===== config.mk =====
export PLATFORM = sky130hd
export DESIGN_NAME = alu_mc_flat
export DESIGN_NICKNAME = d
export VERILOG_FILES = /design/src/rtl/alu_mc_pkg.sv /design/src/rtl/alu_mc_if.sv /design/src/rtl/alu_mc_iter.sv /design/src/rtl/alu_mc.sv /design/src/flat_wrapper.sv
export SDC_FILE = /design/constraint.sdc
export NUM_CORES = 1
export LEC_CHECK = 0
export ABC_CLOCK_PERIOD_IN_PS = 2910
export CAP_MARGIN = 20
export CORE_ASPECT_RATIO = 1.5
export CORE_MARGIN = 3
export CORE_UTILIZATION = 30
export CTS_BUF_LIST = sky130_fd_sc_hd__clkbuf_4
export DETAILED_ROUTE_END_ITERATION = 6
export RECOVER_POWER = 50
export SYNTH_ARGS = -nofsm -noshare
export SYNTH_HDL_FRONTEND = slang
export SYNTH_SLANG_ARGS = --single-unit

===== constraint.sdc =====
create_clock -name Clk -period 2.91 [get_ports Clk]
set_input_delay 0.582 -clock Clk [delete_from_list [all_inputs] [get_ports Clk]]
set_output_delay 0.582 -clock Clk [all_outputs]
set_load 0.05 [all_outputs]

===== src/rtl/alu_mc_pkg.sv =====
// alu_mc shared types: opcode classes, FSM states, iterator modes, Funct codes.
// Imported by alu_mc_if, alu_mc_iter and alu_mc.
package alu_mc_pkg;

  typedef enum logic [2:0] {
    OP_ARITH = 3'b000,
    OP_BITS  = 3'b001,
    OP_MOV   = 3'b010,
    OP_MISC  = 3'b011,
    OP_RSVD  = 3'b100,
    OP_BEQ   = 3'b101,
    OP_BNE   = 3'b110,
    OP_HALT  = 3'b111
  } aluop_e;

  typedef enum logic [1:0] {
    S_IDLE,
    S_SHIFT,
    S_MUL,
    S_DONE
  } state_e;

  typedef enum logic [1:0] {
    M_SHL,
    M_SHR,
    M_MUL
  } mode_e;

  localparam logic [1:0] F_ADD = 2'b00;
  localparam logic [1:0] F_SUB = 2'b01;
  localparam logic [1:0] F_NOT = 2'b10;
  localparam logic [1:0] F_LSB = 2'b11;

  localparam logic [1:0] F_MSB = 2'b00;
  localparam logic [1:0] F_SLT = 2'b01;
  localparam logic [1:0] F_SHL = 2'b10;
  localparam logic [1:0] F_SHR = 2'b11;

  localparam logic [1:0] F_MUL = 2'b00;

endpackage


===== src/rtl/alu_mc_if.sv =====
// alu_mc bus: Start/Aluop/Funct/DatA/DatB/Immed in,
// Rslt/Busy/Done/Jen/Zf/Cf/Halt out. master = requester, slave = ALU.
interface alu_mc_if #(
  parameter int W     = 8,
  parameter int IMM_W = 4
);
  logic             Start;
  logic [2:0]       Aluop;
  logic [1:0]       Funct;
  logic [W-1:0]     DatA;
  logic [W-1:0]     DatB;
  logic [IMM_W-1:0] Immed;
  logic [W-1:0]     Rslt;
  logic             Busy;
  logic             Done;
  logic             Jen;
  logic             Zf;
  logic             Cf;
  logic             Halt;

  modport master (
    output Start, Aluop, Funct,
    output DatA, DatB, Immed,
    input  Rslt, Busy, Done,
    input  Jen, Zf, Cf, Halt
  );

  modport slave (
    input  Start, Aluop, Funct,
    input  DatA, DatB, Immed,
    output Rslt, Busy, Done,
    output Jen, Zf, Cf, Halt
  );
endinterface


===== src/rtl/alu_mc_iter.sv =====
// Iterative shift / shift-add multiply datapath with step counter.
// Ports: i_load/i_mode/i_a/i_b/i_cnt in, o_nxt (next value), o_last out.
// ALU_MC_MUL_EN compiles the multiplier accumulator and B operand.
module alu_mc_iter
  import alu_mc_pkg::*;
#(
  parameter int W  = 8,
  parameter int CW = $clog2(W) + 1
) (
  input  logic          i_clk,
  input  logic          i_rst_n,
  input  logic          i_load,
  input  logic          i_step,
  input  mode_e         i_mode,
  input  logic [W-1:0]  i_a,
`ifdef ALU_MC_MUL_EN
  input  logic [W-1:0]  i_b,
`endif
  input  logic [CW-1:0] i_cnt,
  output logic [W-1:0]  o_nxt,
  output logic          o_last
);

  logic [W-1:0]  r_a;
  logic [CW-1:0] r_cnt;
  mode_e         r_mode;
  logic [W-1:0]  w_a_nxt;

  always_comb begin
    w_a_nxt = r_a;
    case (r_mode)
      M_SHR:   w_a_nxt = r_a >> 1;
      default: w_a_nxt = r_a << 1;
    endcase
  end

  assign o_last = (r_cnt == CW'(1));

`ifdef ALU_MC_MUL_EN
  logic [W-1:0] r_b;
  logic [W-1:0] r_acc;
  logic [W-1:0] w_acc_nxt;

  assign w_acc_nxt = r_acc + (r_b[0] ? r_a : '0);
  assign o_nxt = (r_mode == M_MUL) ? w_acc_nxt
                                   : w_a_nxt;

  always_ff @(posedge i_clk or negedge i_rst_n) begin
    if (!i_rst_n) begin
      r_b   <= '0;
      r_acc <= '0;
    end else if (i_load) begin
      r_b   <= i_b;
      r_acc <= '0;
    end else if (i_step && r_cnt != '0) begin
      r_b   <= r_b >> 1;
      r_acc <= w_acc_nxt;
    end
  end
`else
  assign o_nxt = w_a_nxt;
`endif

  always_ff @(posedge i_clk or negedge i_rst_n) begin
    if (!i_rst_n) begin
      r_a    <= '0;
      r_cnt  <= '0;
      r_mode <= M_SHL;
    end else if (i_load) begin
      r_a    <= i_a;
      r_cnt  <= i_cnt;
      r_mode <= i_mode;
    end else if (i_step && r_cnt != '0) begin
      r_a    <= w_a_nxt;
      r_cnt  <= r_cnt - CW'(1);
    end
  end

endmodule


===== src/rtl/alu_mc.sv =====
// Multi-cycle ALU: single-cycle ops, iterative shifts and multiply.
// Ports: Clk, Reset_n, bus (alu_mc_if.slave). Macro ALU_MC_MUL_EN.
module alu_mc
  import alu_mc_pkg::*;
#(
  parameter int W     = 8,
  parameter int IMM_W = 4,
  parameter int SH_W  = $clog2(W)
) (
  input logic     Clk,
  input logic     Reset_n,
  alu_mc_if.slave bus
);

  localparam int CW = SH_W + 1;

  state_e       r_state;
  logic [W-1:0] r_rslt;
  logic         r_busy;
  logic         r_done;
  logic         r_jen;
  logic         r_zf;
  logic         r_cf;
  logic         r_halt;

  aluop_e        w_op;
  logic [1:0]    w_fn;
  logic [W-1:0]  w_a;
  logic [W-1:0]  w_b;
  logic [SH_W-1:0] w_amt;
  logic [W:0]    w_sum;
  logic [W-1:0]  w_res;
  logic          w_cf;
  logic          w_jen;
  logic          w_shift;
  logic          w_mul;
  mode_e         w_mode;
  logic          w_acc;
  logic          w_load;
  logic          w_step;
  logic [CW-1:0] w_cnt;
  logic [W-1:0]  w_nxt;
  logic          w_last;

  assign w_op  = aluop_e'(bus.Aluop);
  assign w_fn  = bus.Funct;
  assign w_a   = bus.DatA;
  assign w_b   = bus.DatB;
  assign w_amt = bus.DatB[SH_W-1:0];
  assign w_sum = {1'b0, w_a} + {1'b0, w_b};

  always_comb begin
    w_res   = '0;
    w_cf    = r_cf;
    w_jen   = 1'b0;
    w_shift = 1'b0;
    w_mul   = 1'b0;
    w_mode  = M_SHL;
    unique case (w_op)
      OP_ARITH: begin
        case (w_fn)
          F_ADD: begin
            w_res = w_sum[W-1:0];
            w_cf  = w_sum[W];
          end
          F_SUB: begin
            w_res = w_a - w_b;
            w_cf  = (w_a < w_b);
          end
          F_NOT:   w_res = ~w_a;
          default: w_res = {w_a[0], {(W-1){1'b0}}};
        endcase
      end
      OP_BITS: begin
        case (w_fn)
          F_MSB: w_res = W'(w_a[W-1]);
          F_SLT: w_res = W'(w_a < w_b);
          F_SHL: begin
            w_res   = w_a << w_amt;
            w_shift = (w_amt != '0);
            w_mode  = M_SHL;
          end
          default: begin
            w_res   = w_a >> w_amt;
            w_shift = (w_amt != '0);
            w_mode  = M_SHR;
          end
        endcase
      end
      OP_MOV: w_res = W'(bus.Immed);
      OP_MISC: begin
        if (w_fn == F_MUL) begin
`ifdef ALU_MC_MUL_EN
          w_mul  = 1'b1;
          w_mode = M_MUL;
`endif
          w_res  = '0;
        end else begin
          w_res = w_b;
        end
      end
      OP_RSVD: w_res = '0;
      OP_BEQ: begin
        w_res = W'(w_a == w_b);
        w_jen = (w_a == w_b);
      end
      OP_BNE: begin
        w_res = W'(w_a != w_b);
        w_jen = (w_a != w_b);
      end
      OP_HALT: w_res = r_rslt;
    endcase
  end

  assign w_acc  = bus.Start && !r_halt &&
                  (r_state == S_IDLE);
  assign w_load = w_acc && (w_shift || w_mul);
  assign w_step = (r_state == S_SHIFT) ||
                  (r_state == S_MUL);
  assign w_cnt  = w_mul ? CW'(W) : {1'b0, w_amt};

  alu_mc_iter #(.W(W), .CW(CW)) u_iter (
    .i_clk   (Clk),
    .i_rst_n (Reset_n),
    .i_load  (w_load),
    .i_step  (w_step),
    .i_mode  (w_mode),
    .i_a     (w_a),
`ifdef ALU_MC_MUL_EN
    .i_b     (w_b),
`endif
    .i_cnt   (w_cnt),
    .o_nxt   (w_nxt),
    .o_last  (w_last)
  );

  always_ff @(posedge Clk or negedge Reset_n) begin
    if (!Reset_n) begin
      r_state <= S_IDLE;
      r_rslt  <= '0;
      r_busy  <= 1'b0;
      r_done  <= 1'b0;
      r_jen   <= 1'b0;
      r_zf    <= 1'b0;
      r_cf    <= 1'b0;
      r_halt  <= 1'b0;
    end else begin
      unique case (r_state)
        S_IDLE: begin
          if (w_acc) begin
            if (w_shift) begin
              r_state <= S_SHIFT;
              r_busy  <= 1'b1;
`ifdef ALU_MC_MUL_EN
            end else if (w_mul) begin
              r_state <= S_MUL;
              r_busy  <= 1'b1;
`endif
            end else begin
              r_state <= S_DONE;
              r_done  <= 1'b1;
              r_jen   <= w_jen;
              r_cf    <= w_cf;
              if (w_op == OP_HALT) begin
                r_halt <= 1'b1;
              end else begin
                r_rslt <= w_res;
                r_zf   <= (w_res == '0);
              end
            end
          end
        end
        S_SHIFT, S_MUL: begin
          if (w_last) begin
            r_state <= S_DONE;
            r_busy  <= 1'b0;
            r_done  <= 1'b1;
            r_rslt  <= w_nxt;
            r_zf    <= (w_nxt == '0);
          end
        end
        S_DONE: begin
          r_state <= S_IDLE;
          r_done  <= 1'b0;
          r_jen   <= 1'b0;
        end
      endcase
    end
  end

  assign bus.Rslt = r_rslt;
  assign bus.Busy = r_busy;
  assign bus.Done = r_done;
  assign bus.Jen  = r_jen;
  assign bus.Zf   = r_zf;
  assign bus.Cf   = r_cf;
  assign bus.Halt = r_halt;

endmodule


===== src/flat_wrapper.sv =====
// flat-port wrapper written by rule: the top's interface ports become plain ports
module alu_mc_flat import alu_mc_pkg::*;
#(
  parameter int W     = 8,
  parameter int IMM_W = 4,
  parameter int SH_W  = $clog2(W)
)
  (Clk, Reset_n, bus_Start, bus_Aluop, bus_Funct, bus_DatA, bus_DatB, bus_Immed, bus_Rslt, bus_Busy, bus_Done, bus_Jen, bus_Zf, bus_Cf, bus_Halt);
  alu_mc_if #(.W(W), .IMM_W(IMM_W)) bus_i ();
  input logic Clk;
  input logic Reset_n;
  input wire logic [$bits(bus_i.Start)-1:0] bus_Start;
  input wire logic [$bits(bus_i.Aluop)-1:0] bus_Aluop;
  input wire logic [$bits(bus_i.Funct)-1:0] bus_Funct;
  input wire logic [$bits(bus_i.DatA)-1:0] bus_DatA;
  input wire logic [$bits(bus_i.DatB)-1:0] bus_DatB;
  input wire logic [$bits(bus_i.Immed)-1:0] bus_Immed;
  output wire logic [$bits(bus_i.Rslt)-1:0] bus_Rslt;
  output wire logic [$bits(bus_i.Busy)-1:0] bus_Busy;
  output wire logic [$bits(bus_i.Done)-1:0] bus_Done;
  output wire logic [$bits(bus_i.Jen)-1:0] bus_Jen;
  output wire logic [$bits(bus_i.Zf)-1:0] bus_Zf;
  output wire logic [$bits(bus_i.Cf)-1:0] bus_Cf;
  output wire logic [$bits(bus_i.Halt)-1:0] bus_Halt;
  assign bus_i.Start = bus_Start;
  assign bus_i.Aluop = bus_Aluop;
  assign bus_i.Funct = bus_Funct;
  assign bus_i.DatA = bus_DatA;
  assign bus_i.DatB = bus_DatB;
  assign bus_i.Immed = bus_Immed;
  assign bus_Rslt = bus_i.Rslt;
  assign bus_Busy = bus_i.Busy;
  assign bus_Done = bus_i.Done;
  assign bus_Jen = bus_i.Jen;
  assign bus_Zf = bus_i.Zf;
  assign bus_Cf = bus_i.Cf;
  assign bus_Halt = bus_i.Halt;
  alu_mc #(.W(W), .IMM_W(IMM_W), .SH_W(SH_W)) u_core (.Clk(Clk), .Reset_n(Reset_n), .bus(bus_i));
endmodule

==> metrics.cfg <==
[detailed_routing]
drt_iter0_drc=243
via_per_inst=5.284
ant_nets=0
drc=0
routed_wl_um=12350
wl_per_cell_um=17.57
vias=3715
drt_first_pass_iters=5

[sta]
slew_viol_final=30
fin_crit_ns=2.786
setup_viol=0
fin_setup_tns_ns=0
fmax_mhz=359.0
fin_crit_sh_pct=95.73
rsz0062_at_grt=false
timing.slew.headroom_pct=-9.467
fin_skew_ns=0.007356
setup_slack_ns=0.1242
holdWs_ns=0.4831
hold_viol=0
tightest_slew_ns=1.642

[worst_setup_path]
endpoint_kind=flip-flop
cp_num_buf_inv=3
r2r_start=u_core.r_state[0]
timing.rr.end=u_core.bus.Zf
cpMaxStageDelayCell=or4_4
crit_required_ns=3.17
crit_chain=clkdlybuf4s50_1, inv_1, ha_1, buf_6, or2_2, mux2i_2, nand2_1, a31o_4, or4_4, o31ai_2
critPathKind=in -> reg
critical_path.max_fanout=6
r2r_slack_ns=0.49
start_kind=input pin
worstRegToRegCells=9
crit_arrival_ns=3.05
worst_path_dominant_cell_family=simple AND/OR/NAND/NOR gates
max_stage_delay_ns=0.53

[floorplanning]
die_y_um=133.9
initial_core_util_pct=30.91
ioPinCount=42
dieWidth_um=91.29
num_rows=46
die_area_um2=12230
coreArea_um2=10590

[placed_design]
dp_slack_ns=-0.4939
placedCellCount=693
port_buffers=41
hpwl_um=10120
gp_congestion=0.9358

[clock_tree]
cts_root_buffer=clkbuf_4
clock-sinks=29
cts_buffer_depth=2
clock_latency_ns=0.34
cts_hold_buf=0
cts_htree_levels=2
cts_made_buffers=5
cts_tree=yes
clk_transition_reported_paths_ns=0.10

[hold_path]
holdPathStages=2
hold_end=u_core.bus.Done
hold_path_class=reg -> reg
hold_start=u_core.bus.Done

[synth]
ys_seq_area_share_pct=22.17
synth_edf_count=0
ys_seq_elements=29
synthesis.area_um2=3273
postSynthAreaPerCell_um2=7.830
synthCells=418
synth_largest_type_area_fraction_pct=22.17
async_flop_share_pct=100.0
synthTopCellsByArea=dfrtp_1, ha_1, mux2i_1
ys_warn_count=0
synth_fp_nets=469
synthDistinctLibCells=68
synth_ff_type=dfrtp_1
yosysTopAreaCell=dfrtp_1

[layout]
layout-drive-gt1-share_pct=28.32
fill_cells=1119
multi_input_area_um2=2399
area_growth_pct=45.07
layout.area.seq_um2=725.7
final_nets=608
stdcell_count=703

[grt]
grt_max_degree=30
first_global_vias=3737
grt-ovfl-total=0
grt_antenna_before_repair=1
grt_use_total_pct=20.25
grt_pass1_wl_um=19550

[power]
p_per_area_nw_per_um2=630.0
ir_drop_uv=281.2
swShare_pct=49.24
internal_power_mw=1.518
p_comb_share_pct=68.3
clockPowerShare_pct=8.0
p_sw_mw=1.473
p_leak_nw=2.124
pwr-share-seq_pct=23.7

[run]
cap_violations=1

[run_status]
violations=capacitance limit, slew limit
status=finished with violations

tightest hold or removal path, cell delays in order (launching register included):
cell	delay (ns)
dfrtp_1	0.35
nand2_1	0.05
o21ai_0	0.05
how the worst max path moves through the flow:
stage / startpoint / end / slack [ns] / cells past startpoint
3_3_place_gp: bus_DatB[1] / u_core.bus.Zf / -0.43 / 11
5_1_grt: bus_DatB[4] / u_core.bus.Zf / 0.01 / 10
4_1_cts: bus_DatA[0] / u_core.bus.Zf / 0.02 / 10
3_5_place_dp: bus_DatB[1] / u_core.bus.Zf / -0.49 / 11
2_1_floorplan: bus_DatB[1] / u_core.bus.Zf / 0.006 / 11
6_report: bus_DatB[4] / u_core.bus.Zf / 0.12 / 10
Yosys cell counts (3+ instances only):
library cell	count
nand2_1	39
xnor2_1	6
or3_1	3
nand2b_1	8
dfrtp_1	29
buf_6	5
ha_1	21
nand4_1	7
a22oi_1	3
mux2i_1	22
nor2b_1	8
a221oi_1	4
a2111oi_0	3
o211ai_1	6
o21ai_0	30
a21o_1	3
clkbuf_1	13
a211oi_1	7
o311ai_0	3
buf_2	6
nor2_1	37
nor4_1	3
a31oi_1	3
o22ai_1	5
mux2_2	4
nor3_1	12
a21oi_1	35
nand3_1	14
inv_1	24
state kept, by name (all words and copies together), names as in the netlist:
register	flops
u_core.bus.Zf	1
u_core.u_iter.r_a	8
u_core.bus.Halt	1
u_core.bus.Jen	1
u_core.bus.Rslt	8
u_core.r_state	2
u_core.bus.Cf	1
u_core.bus.Done	1
u_core.bus.Busy	1
u_core.u_iter.r_cnt	4
u_core.u_iter.r_mode	1
cell families after synthesis:
group                      Yosys count  share of synthesized area (%)
and+or+nand+nor                    149                          22.90
AOI/OAI and AO/OA                  130                          26.91
buffers and inverters               53                          7.683
DFF                                 29                          22.17
muxes                               28                          9.480
adders and majority gates           23                          9.251
xor gates and xnor gates             6                          1.605
power groups by stage:
stage	combinational (mW)	clock (mW)	sequential, mW
floorplan	1.10	0	0.922
global placement	1.99	0	0.711
detailed placement	2.01	0	0.720
CTS	2.04	0.245	0.713
global route	2.24	0.261	0.729
finish	2.04	0.238	0.710
cell type report:
| cell class | instances | area share [%] |
|---|---|---|
| Multi-Input combinational cell | 336 | 50.51 |
| Timing Repair Buffer | 159 | 27.25 |
| Sequential cell | 29 | 15.28 |
| Tap cell | 144 | 3.794 |
| Inverter | 26 | 2.055 |
| Clock buffer | 5 | 0.7905 |
| Clock inverter | 3 | 0.2635 |
| Antenna cell | 1 | 0.05270 |
cell usage in the layout, fill, tap and decap left out, types with 7 or more instances in the layout:
master and n:
buf_4 115, nand2_1 39, nor2_1 36, a21oi_1 35, clkdlybuf4s50_1 31, o21ai_0 29, dfrtp_1 29, inv_1 21
mux2i_1 21, ha_1 15, nand3_1 14, nor3_1 12, nor2b_1 8, nand4_1 7, nand2b_1 7
stage by stage:
step	util (%)	instance area (µm²)	total power, mW
3_3_place_gp	43.32	4588	2.700
3_5_place_dp	43.32	4588	2.733
4_1_cts	44.23	4684	2.994
5_1_grt	44.84	4748	3.232
6_report	44.84	4748	2.991
2_1_floorplan	-	3273	2.022
routing by layer:
| layer | GRT usage (%) | wire length (µm) |
|---|---|---|
| met4 | 10.32 | 597 |
| met2 | 36.87 | 6382 |
| met3 | 1.740 | 408 |
| met1 | 23.42 | 4963 |
| met5 | 0 | 0 |
repair_timing:
item,in CTS,in global routing
gates cloned,0,0
gates resized for setup,11,16
setup endpoints to repair,1,3
pin swaps,2,3
setup buffers,0,1
hold endpoints to repair,0,0
Power figures use the tool's default switching activity.
